<file path="config.mk">
export PLATFORM = sky130hd
export DESIGN_NAME = life_pattern_loader
export DESIGN_NICKNAME = d
export VERILOG_FILES = /design/src/rtl/life_pattern_loader.sv
export SDC_FILE = /design/constraint.sdc
export NUM_CORES = 1
export LEC_CHECK = 0
export CAP_MARGIN = 20
export CORE_MARGIN = 2
export CORE_UTILIZATION = 32
export CTS_CLUSTER_SIZE = 28
export DETAILED_ROUTE_END_ITERATION = 12
export PLACE_DENSITY = 0.57
export SLEW_MARGIN = 30
export SYNTH_ARGS = -nofsm -noshare
export SYNTH_HDL_FRONTEND = slang
export SYNTH_SLANG_ARGS = --single-unit
</file>
<file path="constraint.sdc">
create_clock -name clk -period 1.6 [get_ports clk]
set_input_delay 0.24 -clock clk [delete_from_list [all_inputs] [get_ports clk]]
set_output_delay 0.24 -clock clk [all_outputs]
set_load 0.01 [all_outputs]
</file>
<file path="src/rtl/life_pattern_loader.sv">
// rtl/life_pattern_loader.sv - loads one of four preset seed patterns into the 8x8 life array
// Holds off generation stepping while a pattern is partially written.
module life_pattern_loader #(
  parameter int WORD_W        = 16,
  parameter int NUM_WORDS     = 4,
  parameter int LOAD_ON_RESET = 0,
  parameter int INIT_PATTERN  = 0
) (
  input  logic              clk,
  input  logic              reset,
  input  logic              load_req,
  input  logic [1:0]        pattern_sel,
  input  logic              step_in,
  output logic              step_out,
  output logic [WORD_W-1:0] vali,
  output logic [1:0]        array_in_selector,
  output logic              write_enb,
  output logic              busy,
  output logic              done
);

  localparam int IW = $clog2(NUM_WORDS) + 1;

  typedef enum logic [1:0] {IDLE, WRITE, DONE} state_t;

  state_t          state;
  logic [IW-1:0]   idx;
  logic [1:0]      pat;
  logic            load_req_q;
  logic            auto_pend;
  logic            start;
  logic [1:0]      start_pat;

  function automatic logic [WORD_W-1:0] rom_word(input logic [1:0] p, input logic [1:0] w);
    logic [15:0] v;
    case ({p, w})
      4'b01_00: v = 16'h2010;
      4'b01_01: v = 16'h7000;
      4'b10_01: v = 16'h001C;
      4'b11_01: v = 16'h0018;
      4'b11_10: v = 16'h1800;
      default:  v = 16'h0000;
    endcase
    return WORD_W'(v);
  endfunction

  // Auto-load takes priority over a coincident request edge.
  always_comb begin
    start     = auto_pend | (load_req & ~load_req_q);
    start_pat = auto_pend ? 2'(INIT_PATTERN) : pattern_sel;
  end

  assign step_out = step_in & ~busy;

  // Word 0 is presented on the start edge so writes land in the four cycles right after it.
  always_ff @(posedge clk) begin
    if (reset) begin
      state             <= IDLE;
      idx               <= '0;
      pat               <= '0;
      load_req_q        <= 1'b1;
      auto_pend         <= (LOAD_ON_RESET != 0);
      vali              <= '0;
      array_in_selector <= '0;
      write_enb         <= 1'b0;
      busy              <= 1'b0;
      done              <= 1'b0;
    end else begin
      load_req_q <= load_req;
      case (state)
        IDLE: begin
          done <= 1'b0;
          if (start) begin
            pat               <= start_pat;
            auto_pend         <= 1'b0;
            busy              <= 1'b1;
            write_enb         <= 1'b1;
            array_in_selector <= 2'd0;
            vali              <= rom_word(start_pat, 2'd0);
            idx               <= IW'(1);
            state             <= WRITE;
          end
        end
        WRITE: begin
          if (idx == IW'(NUM_WORDS)) begin
            write_enb <= 1'b0;
            done      <= 1'b1;
            idx       <= '0;
            state     <= DONE;
          end else begin
            write_enb         <= 1'b1;
            array_in_selector <= idx[1:0];
            vali              <= rom_word(pat, idx[1:0]);
            idx               <= idx + IW'(1);
          end
        end
        DONE: begin
          done  <= 1'b0;
          busy  <= 1'b0;
          state <= IDLE;
        end
        default: state <= IDLE;
      endcase
    end
  end

endmodule

</file>
[After elaboration in Yosys (flattened, before gate mapping)]
Cells that the tools add are included.
Word-level totals
  register bits: 29
  input bits: 6
  output and inout port bits: 22
  logic and storage cells: 57
Cells by class
  add/subtract/negate cells: 1
  equal/unequal tests: 12
  multiplexer cells: 20
  bitwise logic cells: 4
  reductions and logical operators: 11
Operator list (count)
  one-hot mux 15 bit (5 select lines): 1
  two-way mux 16 bit: 2
  one-hot mux 16 bit (2 select lines): 1
  two-way mux 14 bit: 1
  == test 4 bit (second input constant): 3
  AND reduction 2 bit: 5
  == test 4 x 3 -> 1 bit (second input constant): 2
  two-way mux 2 bit: 4
  one-hot mux 2 bit (2 select lines): 2
  two-way mux 3 bit: 2
  != test 2 bit (second input constant): 3
  one-hot mux 1 bit (2 select lines): 3
  one-hot mux 3 bit (2 select lines): 1
  nonzero test 2 bit: 3
  == test 2 x 1 -> 1 bit (second input constant): 2
  adder 3 x 1 -> 3 bit (second input constant): 1
  == test 3 bit (second input constant): 1
  two-way mux 1 bit: 3
  AND reduction 3 bit: 1
  bitwise AND 1 bit: 2
  == test 2 bit (second input constant): 1
  zero test 2 bit: 1
  NOT 1 bit: 2
  OR reduction 2 bit: 1

[Logic depth before layout (Yosys ltp)]
Gate-level depths: netlist of run 1.
  word-level depth: 4
  depth in mapped cells: 6
  depth with buffers taken out: 5

[Worst setup path before layout of run 1]
No wires, ideal clock.
  path kind: flip-flop to flip-flop
  from: reg idx[0]
  to: reg vali[2]
  library setup time: 0.070 ns
  arrival time: 1.526 ns
  data required time: 1.530 ns
  path slack: 0.003 ns
  cell stages (with the launch flop): 7
  buffers on the path: 1
  period minus slack after synthesis: 1.597 ns
  path through: dfxtp_1 -> inv_1 -> ha_1 -> and2_1 -> buf_6 -> or4_1 -> a21oi_1
On the way
  longest elaborated chain between the ends: 4
  elaborated cells between the ends (all ways): 11
  those cells by class: eq/ne (7); mux (3); reduce/logical (1)
Ends and longest elaborated chain
  start, declared: RTL line 27  | logic [IW-1:0] idx;
  start signal, assigned: RTL line 94  | idx <= idx + IW'(1);
  == test 4 bit or == test 4 x 3 -> 1 bit (tied branches): RTL line 36  | case ({p, w})
  one-hot mux 15 bit (5 select lines): RTL line 36
  two-way mux 16 bit: RTL line 85  | if (idx == IW'(NUM_WORDS)) begin
  one-hot mux 16 bit (2 select lines): RTL line 70  | case (state)
  end signal, assigned: RTL line 79  | vali <= rom_word(start_pat, 2'd0);
  end signal, assigned: RTL line 93  | vali <= rom_word(pat, idx[1:0]);
  end, declared: RTL line 15  | output logic [WORD_W-1:0] vali,
Several ways; a longest one is shown, not always the timed one. The select of a mux whose other input is x is not followed.
A chain may end at the register's enable or synchronous reset.

[Worst setup path in the final report of run 1]
Ends and elaborated chain as after synthesis.

==> results of run 1 <==
## cell usage after synthesis (all sizes together), types with 3 or more instances
library cell	n	share of area (%)
nand3	3	1.5
nand2b	3	1.9
dfxtp	20	41
a21oi	15	7.8
clkbuf	3	1.2
and2	3	1.9
buf	12	9.8
nand2	9	3.5
inv	3	1.2
nand4	3	1.9
nor2b	3	1.9
o211ai	8	6.2
ha	4	5.2
o21ai	4	2.1
## routing by layer
metal	part of all wire (%)	wire length, um
met3	3.8	78
met4	2.4	49
met5	0	0
met2	44	893
met1	50	1010
## placed cells by master (no fill, tap or decap), types with 2 or more instances in the layout
| cell | synthesis | final |
|---|---|---|
| nand2_1 | 9 | 9 |
| a21oi_1 | 15 | 14 |
| nand3_1 | 3 | 3 |
| dfxtp_1 | 20 | 19 |
| clkdlybuf4s50_1 | 0 | 17 |
| nand2b_1 | 3 | 3 |
| nand4_1 | 3 | 3 |
| buf_4 | 9 | 10 |
| and2_1 | 3 | 3 |
| clkbuf_4 | 0 | 3 |
| conb_1 | 1 | 9 |
| nor2b_1 | 3 | 3 |
| ha_1 | 4 | 4 |
| nor2_1 | 2 | 2 |
| o211ai_1 | 8 | 8 |
| o221ai_1 | 2 | 2 |
| inv_1 | 3 | 3 |
| o21ai_0 | 4 | 4 |
## worst max-delay path, cell delays in order (launching register included)
cell and delay (ps):
dfxtp_2 340, inv_1 70, ha_1 210, and2_1 190, or4_4 490, a21oi_2 140
## sequential cells by signal, indices dropped and copies added, names as in the netlist
signal             flops
pat                    2
write_enb              1
state                  2
array_in_selector      2
load_req_q             1
busy                   1
idx                    3
done                   1
vali                   7
## where the power goes
| part | internal [mW] | switching, mW |
|---|---|---|
| combinational | 0.0585 | 0.0643 |
| sequential | 0.511 | 0.0100 |
| clock | 0.0880 | 0.151 |
| total | 0.658 | 0.225 |
## kinds of logic after synthesis
logic type	count (synthesis)	share of synthesized area, %
adders and majority gates	4	5.17
other	1	0.387
buffers and inverters	18	12.1
and+or+nand+nor	34	20.5
AOI/OAI and AO/OA	32	20.4
DFF	20	41.3
## layout make-up
class | instances | area [um2] | area share [%]
multi-input combinational | 79 | 488 | 40.1
sequential | 20 | 402 | 33.0
timing repair buffer | 28 | 254 | 20.9
tap | 31 | 38.8 | 3.19
clock buffer | 3 | 22.5 | 1.85
inverter | 3 | 11.3 | 0.926
## repair_timing
item	4_1_cts	5_1_grt
setup buffers	0	0
gates cloned	0	0
setup endpoints to repair	1	1
resized for setup	1	3
## how the worst max path moves through the flow
| stage | slack, ps | endpoint | depth (start not counted) | start |
|---|---|---|---|---|
| floorplan | 3 | vali[2] | 6 | idx[0] |
| global placement | -90 | vali[13] | 4 | load_req |
| detailed placement | -130 | vali[4] | 4 | load_req |
| CTS | 60 | vali[2] | 5 | idx[0] |
| global route | 10 | vali[2] | 5 | idx[0] |
| finish | 100 | vali[2] | 5 | idx[0] |
==> reports/metrics.csv, run 1 <==
stage,metric,value,unit
run_status,status,"complete, no violations",
pwr,total_power,0.883,mW
global_route,grt_pass1_wl,3.28,mm
timing,setup_ws,95.5,ps
global_route,busiest_layer,met2,
clock_tree,clkLatencyLatePin,300,ps
pwr,p_leak,0.439,nW
synthesis,synth_seq_cells,20,
cells_and_area,final_nets,145,
timing,timing.final.crit_share,94.0,%
detailed_routing,vias,829,
synthesis,ys_warn_count,0,
clock_tree,cts_root_buf,clkbuf_4,
pwr,peakVddDrop,0.280,mV
clock_tree,postCtsHoldBufs,0,
placed_design,place_area,1190,um2
placed_design,place_inst,161,
die,initial_core_util,34.5,%
timing,finalHoldViolCount,0,
critical_path,arrival,1750,ps
die,rows,19,
detailed_routing,antenna_left,0,
cells_and_area,final_core_util,43.4,%
critical_path,reg2reg_depth,5,
critical_path,crit_path_start_kind,flop,
cells_and_area,area_delta_synth_final,25.6,%
cells_and_area,final_area,1220,um2
global_route,use_met2,18.4,%
die,ioPinCount,28,
detailed_routing,wl_per_cell,12.4,um
detailed_routing,firstDrtPassIters,4,
critical_path,worstSetupPathType,reg -> reg,
timing,rsz0062_at_grt,no,
run,cap_violations,0,
cells_and_area,drive_gt1_share,13.5,%
critical_path,required,1840,ps
global_route,use_met1,17.2,%
hold_path,hold_path.class,reg -> reg,
detailed_routing,vias_per_cell,5.05,
cells_and_area,n_antenna_cell,0,
die,die_w,59.0,um
critical_path,r2r-start,idx[0],
global_route,first_global_vias,755,
timing,fmax,0.665,GHz
global_route,overflow,0,
synthesis,seq_area_frac_synth,41.3,%
clock_tree,clkSlewWorstSetupHoldPaths,110,ps
synthesis,ys.flop_type,dfxtp_1,
clock_tree,clock-sinks,20,
global_route,grtUsageMet3,2.18,%
hold_path,worstHoldStart,done,
placed_design,place_ws,-133,ps
synthesis,synth_cell_types,30,
detailed_routing,drc,0,
pwr,power_density,726,nW/um2
hold_path,whs_endpoint,done,
placed_design,place_congestion,0.794,
timing,period_minus_slack,1500,ps
placed_design,io_buffer_count,18,
global_route,grt.total_usage,12.6,%
timing,fin_tns_setup,0,ps
die,core_area,2810,um2
critical_path,critPathMaxFanout,4,
clock_tree,cts_tree,yes,
placed_design,dp_hpwl,1.52,mm
global_route,grt_max_degree,15,
detailed_routing,drt_first_iter_violations,15,
die,die_area,3480,um2
die,die_h,59.0,um
global_route,antenna_found_initial,0,
timing,setup_violations,0,
timing,hold_slack,488,ps
clock_tree,htree_levels,1,
synthesis,syn_area_per_cell,8.88,um2
synthesis,synth_area,968,um2
timing,fin_skew,7.04,ps
clock_tree,cts_buffers,3,
detailed_routing,wl,2.03,mm
synthesis,synth_edf_count,0,
cells_and_area,fillCellCount,291,
critical_path,cp-end-kind,flop,
timing,slew_viol_final,0,
hold_path,hold_depth,2,
critical_path,regToRegSetupSlack,100,ps
synthesis,async_reset_ff_share,0,%
synthesis,syn-instance-count,109,
critical_path,r2r-end,vali[2],
cells_and_area,final_cells,164,
clock_tree,clockBufferDepth,2,
No activity file was read; power rests on OpenSTA's default activity.
==> inputs of run 2 (changes only) <==
--- a/config.mk
+++ b/config.mk
@@ -7,10 +7,10 @@
 export LEC_CHECK = 0
 export CAP_MARGIN = 20
 export CORE_MARGIN = 2
-export CORE_UTILIZATION = 32
+export CORE_UTILIZATION = 40
 export CTS_CLUSTER_SIZE = 28
 export DETAILED_ROUTE_END_ITERATION = 12
-export PLACE_DENSITY = 0.57
+export PLACE_DENSITY = 0.66
 export SLEW_MARGIN = 30
 export SYNTH_ARGS = -nofsm -noshare
 export SYNTH_HDL_FRONTEND = slang
==> constraint.sdc (replaced) <==
create_clock -name clk -period 1.78 [get_ports clk]
set_input_delay 0.267 -clock clk [delete_from_list [all_inputs] [get_ports clk]]
set_output_delay 0.267 -clock clk [all_outputs]
set_load 0.01 [all_outputs]
==> run 2 against run 1 <==
Worst setup slack better by 48 ps. Hold slack better by 9.4 ps. Via count down 1.3%. Clock skew down 4.1 ps. Register-to-register slack better by 70 ps. Flip-flop and latch count unchanged. Sequential share of layout area up 0.84 points. Count of clock-buffer cells in the layout unchanged. Critical path depth down 2. Sequential power down 10%. First-iteration DRC count up 13%. Global-route usage up 3.5 points. Largest power group unchanged.
==> reports/metrics.csv, run 2 (same netlist as run 1, synthesis figures left out) <==
stage,metric,value,unit
timing,setup_violations,0,
global_route,grt_pass1_wl,3.25,mm
detailed_routing,wl,1.94,mm
timing,hold_slack,497,ps
clock_tree,clkLatencyLatePin,300,ps
timing,slew_viol_final,0,
cells_and_area,top_regs,"vali: 7 flops, idx: 3 flops",
timing,rsz0062_at_grt,no,
detailed_routing,drt_first_iter_violations,17,
pwr,clkPwrFrac,26.8,%
critical_path,crit_path_start_kind,input pin,
pwr,power_density,662,nW/um2
cells_and_area,drive_gt1_share,9.23,%
pwr,p_sw_share,25.0,%
timing,finalHoldViolCount,0,
pwr,total_power,0.783,mW
pwr,p_leak,0.421,nW
pwr,switchingPower,0.196,mW
die,rows,17,
global_route,antenna_found_initial,0,
cells_and_area,n_antenna_cell,0,
timing,fin_tns_setup,0,ps
cells_and_area,largest_reg_flops,7,
pwr,peakVddDrop,0.388,mV
clock_tree,postCtsHoldBufs,0,
cells_and_area,final_nets,142,
clock_tree,cts_resized,0,
critical_path,reg2reg_depth,5,
critical_path,arrival,1370,ps
critical_path,path_cells,clkdlybuf4s50_1 -> nor2b_1 -> clkdlybuf4s50_1,
placed_design,io_buffer_count,18,
global_route,overflow,0,
placed_design,place_congestion,0.823,
clock_tree,clock-sinks,20,
critical_path,cp-endpoint,step_out,
timing,fmax,0.611,GHz
clock_tree,cts_tree,yes,
critical_path,cp-end-kind,primary output,
die,die_w,53.2,um
placed_design,dp_hpwl,1.47,mm
clock_tree,postCtsSetupRepairBufs,0,
global_route,first_global_vias,726,
cells_and_area,layout_common_cells,"dfxtp_1 (20), clkdlybuf4s50_1 (18), a21oi_1 (15)",
critical_path,critPathMaxFanout,1,
critical_path,max_stage_delay,540,ps
critical_path,r2r-end,vali[2],
cells_and_area,top_register,vali,
detailed_routing,firstDrtPassIters,5,
timing,timing.final.crit_share,91.9,%
detailed_routing,vias_per_cell,5.18,
die,die_area,2830,um2
timing,fin_skew,2.96,ps
placed_design,place_ws,21.7,ps
critical_path,cpMostUsedCell,clkdlybuf4s50_1,
timing,setup_ws,144,ps
cells_and_area,layout_commonest_cell,dfxtp_1,
die,core_area,2250,um2
die,ioPinCount,28,
global_route,grt_max_degree,15,
clock_tree,htree_levels,1,
critical_path,r2r-start,idx[1],
pwr,combPwrFrac,13.4,%
die,initial_core_util,43.0,%
hold_path,hold_path.class,reg -> reg,
clock_tree,cts_root_buf,clkbuf_4,
clock_tree,clkSlewWorstSetupHoldPaths,110,ps
pwr,seqPwrFrac,59.9,%
global_route,grt.total_usage,16.1,%
critical_path,required,1510,ps
timing,period_minus_slack,1640,ps
pwr,internal_power,0.587,mW
detailed_routing,antenna_left,0,
detailed_routing,wl_per_cell,12.3,um
critical_path,worstSetupPathType,in -> out,
cells_and_area,fillCellCount,230,
cells_and_area,area_delta_synth_final,22.1,%
cells_and_area,final_core_util,52.4,%
detailed_routing,drc,0,
run_status,status,"complete, no violations",
critical_path,crit_slowest_cell,clkdlybuf4s50_1,
die,die_h,53.2,um
clock_tree,clockBufferDepth,2,
critical_path,startpoint,step_in,
critical_path,regToRegSetupSlack,170,ps
run,cap_violations,0,
detailed_routing,vias,818,
clock_tree,cts_buffers,3,
run 2: critical path: cells and delay by family:
kind                   cells  cell delay [ps]
buffers and inverters      2              980
and+or+nand+nor            1              120
run 2: cell type report:
type / count / area [um2] / area share (%)
multi-input combinational: 79 / 480 / 40.6
clock buffer: 3 / 22.5 / 1.90
sequential: 20 / 400 / 33.9
tap: 28 / 35.0 / 2.96
inverter: 3 / 11.3 / 0.952
timing repair buffer: 25 / 233 / 19.7
run 2: worst min path at each step:
| stage | startpoint | end | slack (ps) | depth (start not counted) |
|---|---|---|---|---|
| after global routing | vali[3] | vali[3] | 510 | 2 |
| after global placement | done | done | 450 | 2 |
| after CTS | done | done | 500 | 2 |
| after floorplan | load_req | load_req_q | 370 | 1 |
| after detailed placement | done | done | 490 | 2 |
| final | done | done | 500 | 2 |
run 2: power by group through the flow:
stage / clock network [mW] / logic (mW) / registers, mW
CTS: 0.215 / 0.105 / 0.469
floorplan: 0 / 0.0715 / 0.480
detailed placement: 0 / 0.104 / 0.479
global placement: 0 / 0.103 / 0.478
finish: 0.210 / 0.105 / 0.469
global route: 0.236 / 0.116 / 0.470
run 2: routing by layer:
metal  GRT usage (%)  share of wire (%)  vias to the layer above
li1                -                  -                      416
met2            25.9                 45                       30
met3            3.39                5.5                        5
met4            8.12                2.1                        0
met1            20.1                 47                      367
met5               0                  0                        -
run 2: per-stage QoR:
| step | std cells | cell area (um2) |
|---|---|---|
| 2_1_floorplan | 117 | 998 |
| 3_3_place_gp | 155 | 1160 |
| 3_5_place_dp | 155 | 1160 |
| 4_1_cts | 158 | 1180 |
| 5_1_grt | 158 | 1180 |
| 6_report | 158 | 1180 |
==> inputs of run 3 (changes only) <==
--- a/config.mk
+++ b/config.mk
@@ -5,6 +5,7 @@
 export SDC_FILE = /design/constraint.sdc
 export NUM_CORES = 1
 export LEC_CHECK = 0
+export ABC_AREA = 1
 export CAP_MARGIN = 20
 export CORE_MARGIN = 2
 export CORE_UTILIZATION = 40
==> run 3 against run 2 <==
Global-route usage down 1.1 points. Non-clock buffer count down 6. Design area rose by 2.0%. Largest cell class unchanged. Largest power group unchanged.
==> reports/metrics.csv, run 3 <==
stage,metric,value,unit
run_status,status,"complete, no violations",
critical_path,crit_path_start_kind,input pin,
cells_and_area,final_nets,163,
critical_path,reg2reg_depth,7,
critical_path,crit_buf_inv,3,
detailed_routing,met1_length,851,um
critical_path,critPathMaxFanout,1,
cells_and_area,drive_gt1_share,10.5,%
synthesis,synth_common_cells,"nand2_1 (32), dfxtp_1 (20), inv_1 (18), a21oi_1 (12), buf_4 (9)",
cells_and_area,final_area,1210,um2
global_route,antenna_found_initial,0,
pwr,p_leak,0.532,nW
synthesis,synth_top_area_cell,dfxtp_1,
timing,fmax,0.610,GHz
placed_design,place_congestion,0.780,
clock_tree,postCtsSetupRepairBufs,0,
cells_and_area,layout_commonest_cell,nand2_1,
synthesis,yosys.cell_count.top_type,nand2_1,
cells_and_area,top_regs,"vali: 7 flops, idx: 3 flops",
clock_tree,cts_tree,yes,
critical_path,arrival,1370,ps
die,initial_core_util,43.1,%
die,core_area,2250,um2
synthesis,synth_seq_cells,20,
detailed_routing,wl_per_cell,10.2,um
critical_path,required,1510,ps
timing,fin_skew,0.907,ps
synthesis,synth_cell_types,20,
cells_and_area,area_delta_synth_final,24.1,%
synthesis,syn_area_per_cell,7.42,um2
cells_and_area,top_register,vali,
cells_and_area,layout_common_cells,"nand2_1 (32), dfxtp_1 (20), inv_1 (18), clkdlybuf4s50_1 (18), a21oi_1 (12)",
cells_and_area,seq_area,400,um2
clock_tree,clkLatencyLatePin,300,ps
cells_and_area,final_cells,180,
detailed_routing,vias_per_cell,4.65,
critical_path,path_cells,clkdlybuf4s50_1 -> inv_1 -> nor2_1 -> clkdlybuf4s50_1,
critical_path,critical_path_depth,4,
placed_design,place_area,1150,um2
clock_tree,clock-sinks,20,
synthesis,async_reset_ff_share,0,%
global_route,grt_pass1_wl,3.13,mm
detailed_routing,firstDrtPassIters,6,
global_route,overflow,0,
detailed_routing,antenna_left,0,
clock_tree,cts_resized,0,
pwr,power_density,789,nW/um2
critical_path,max_stage_delay,540,ps
synthesis,synth.top_cell.area_share,41.2,%
clock_tree,cts_buffers,3,
hold_path,hold_path.class,reg -> reg,
cells_and_area,final_core_util,53.5,%
synthesis,ys.flop_type,dfxtp_1,
detailed_routing,dr_wl_met2,890,um
timing,slew_viol_final,0,
detailed_routing,drc,0,
clock_tree,cts_root_buf,clkbuf_4,
hold_path,hold_depth,2,
die,die_w,53.3,um
cells_and_area,largest_reg_flops,7,
timing,finalHoldViolCount,0,
die,ioPinCount,28,
timing,setup_violations,0,
synthesis,synth_edf_count,0,
critical_path,cp-end-kind,primary output,
synthesis,synth_area_leaders,"dfxtp_1 (41%), nand2_1 (12%), buf_4 (6.9%)",
critical_path,crit_slowest_cell,clkdlybuf4s50_1,
timing,rsz0062_at_grt,no,
run,cap_violations,0,
detailed_routing,wl,1.83,mm
detailed_routing,highest_layer,met4,
cells_and_area,n_antenna_cell,0,
cells_and_area,multi_input_area,457,um2
synthesis,syn-instance-count,131,
global_route,grt_max_degree,14,
detailed_routing,vias,837,
critical_path,cp_top_family,buffers and inverters,
pwr,total_power,0.952,mW
detailed_routing,met3_length,73,um
placed_design,dp_hpwl,1.45,mm
timing,period_minus_slack,1640,ps
synthesis,ys_warn_count,0,
clock_tree,clockBufferDepth,2,
detailed_routing,drt_first_iter_violations,18,
placed_design,io_buffer_count,18,
clock_tree,clkSlewWorstSetupHoldPaths,120,ps
synthesis,seq_area_frac_synth,41.2,%
die,rows,17,
critical_path,cpMostUsedCell,clkdlybuf4s50_1,
die,die_h,53.3,um
clock_tree,htree_levels,1,
clock_tree,postCtsHoldBufs,0,
timing,timing.final.crit_share,92.2,%
die,die_area,2840,um2
global_route,first_global_vias,761,
pwr,peakVddDrop,0.511,mV
synthesis,synth_area,972,um2
placed_design,place_inst,176,
cells_and_area,fillCellCount,217,
critical_path,worstSetupPathType,in -> out,
global_route,grt.total_usage,15.0,%
timing,fin_tns_setup,0,ps
==> run 3: cell count changes after synthesis, sizes merged, moves of 6 or more <==
cell and delta:
inv +16, nand2 +26, nand3 +6, nor2 +8
o211ai -8
==> run 3: per-stage QoR <==
| step | setup slack, ps | hold slack (ps) |
|---|---|---|
| 5_1_grt | 90.8 | 496 |
| 3_3_place_gp | 156 | 450 |
| 3_5_place_dp | 135 | 455 |
| 2_1_floorplan | 507 | 329 |
| 6_report | 139 | 469 |
| 4_1_cts | 130 | 475 |
==> run 3: tightest hold or removal path: cells and delay by family, from the launching register on <==
family,cells,cell delay [ps]
simple gates,1,60
flops,1,330
compound gates,1,50
==> run 3: cell type report <==
type / count / share of cell area (%)
Clock inverter: 1 / 2.49
Timing Repair Buffer: 19 / 15.6
Tap cell: 28 / 2.90
Inverter: 19 / 6.12
Sequential cell: 20 / 33.2
Clock buffer: 3 / 1.87
Multi-Input combinational cell: 90 / 37.9
==> run 3: path summary, 6_finish.rpt <==
path | from | end | slack (ps)
setup / recovery | step_in | step_out | 140
hold / removal | array_in_selector[1] | array_in_selector[1] | 470
setup reg to reg | idx[0] | vali[2] | 310
hold reg to reg | array_in_selector[1] | array_in_selector[1] | 470
==> run 3: kinds of logic after synthesis <==
| kind of cell | Yosys count | synth area share, % |
|---|---|---|
| compound gates | 21 | 12.0 |
| simple gates | 56 | 26.4 |
| other cells | 1 | 0.386 |
| flops | 20 | 41.2 |
| buf+inv | 29 | 14.9 |
| fa+ha+maj | 4 | 5.15 |
==> run 3: metal layers <==
layer / track usage [%] / up-vias
met5: 0 / -
met4: 3.85 / 0
met3: 2.82 / 3
met2: 28.0 / 26
met1: 17.2 / 376
li1: - / 432
==> run 3: where the power goes <==
group          internal, mW  total, mW  switching [mW]
Sequential            0.460      0.471          0.0109
Clock                 0.228      0.375           0.147
Combinational        0.0432      0.106          0.0628
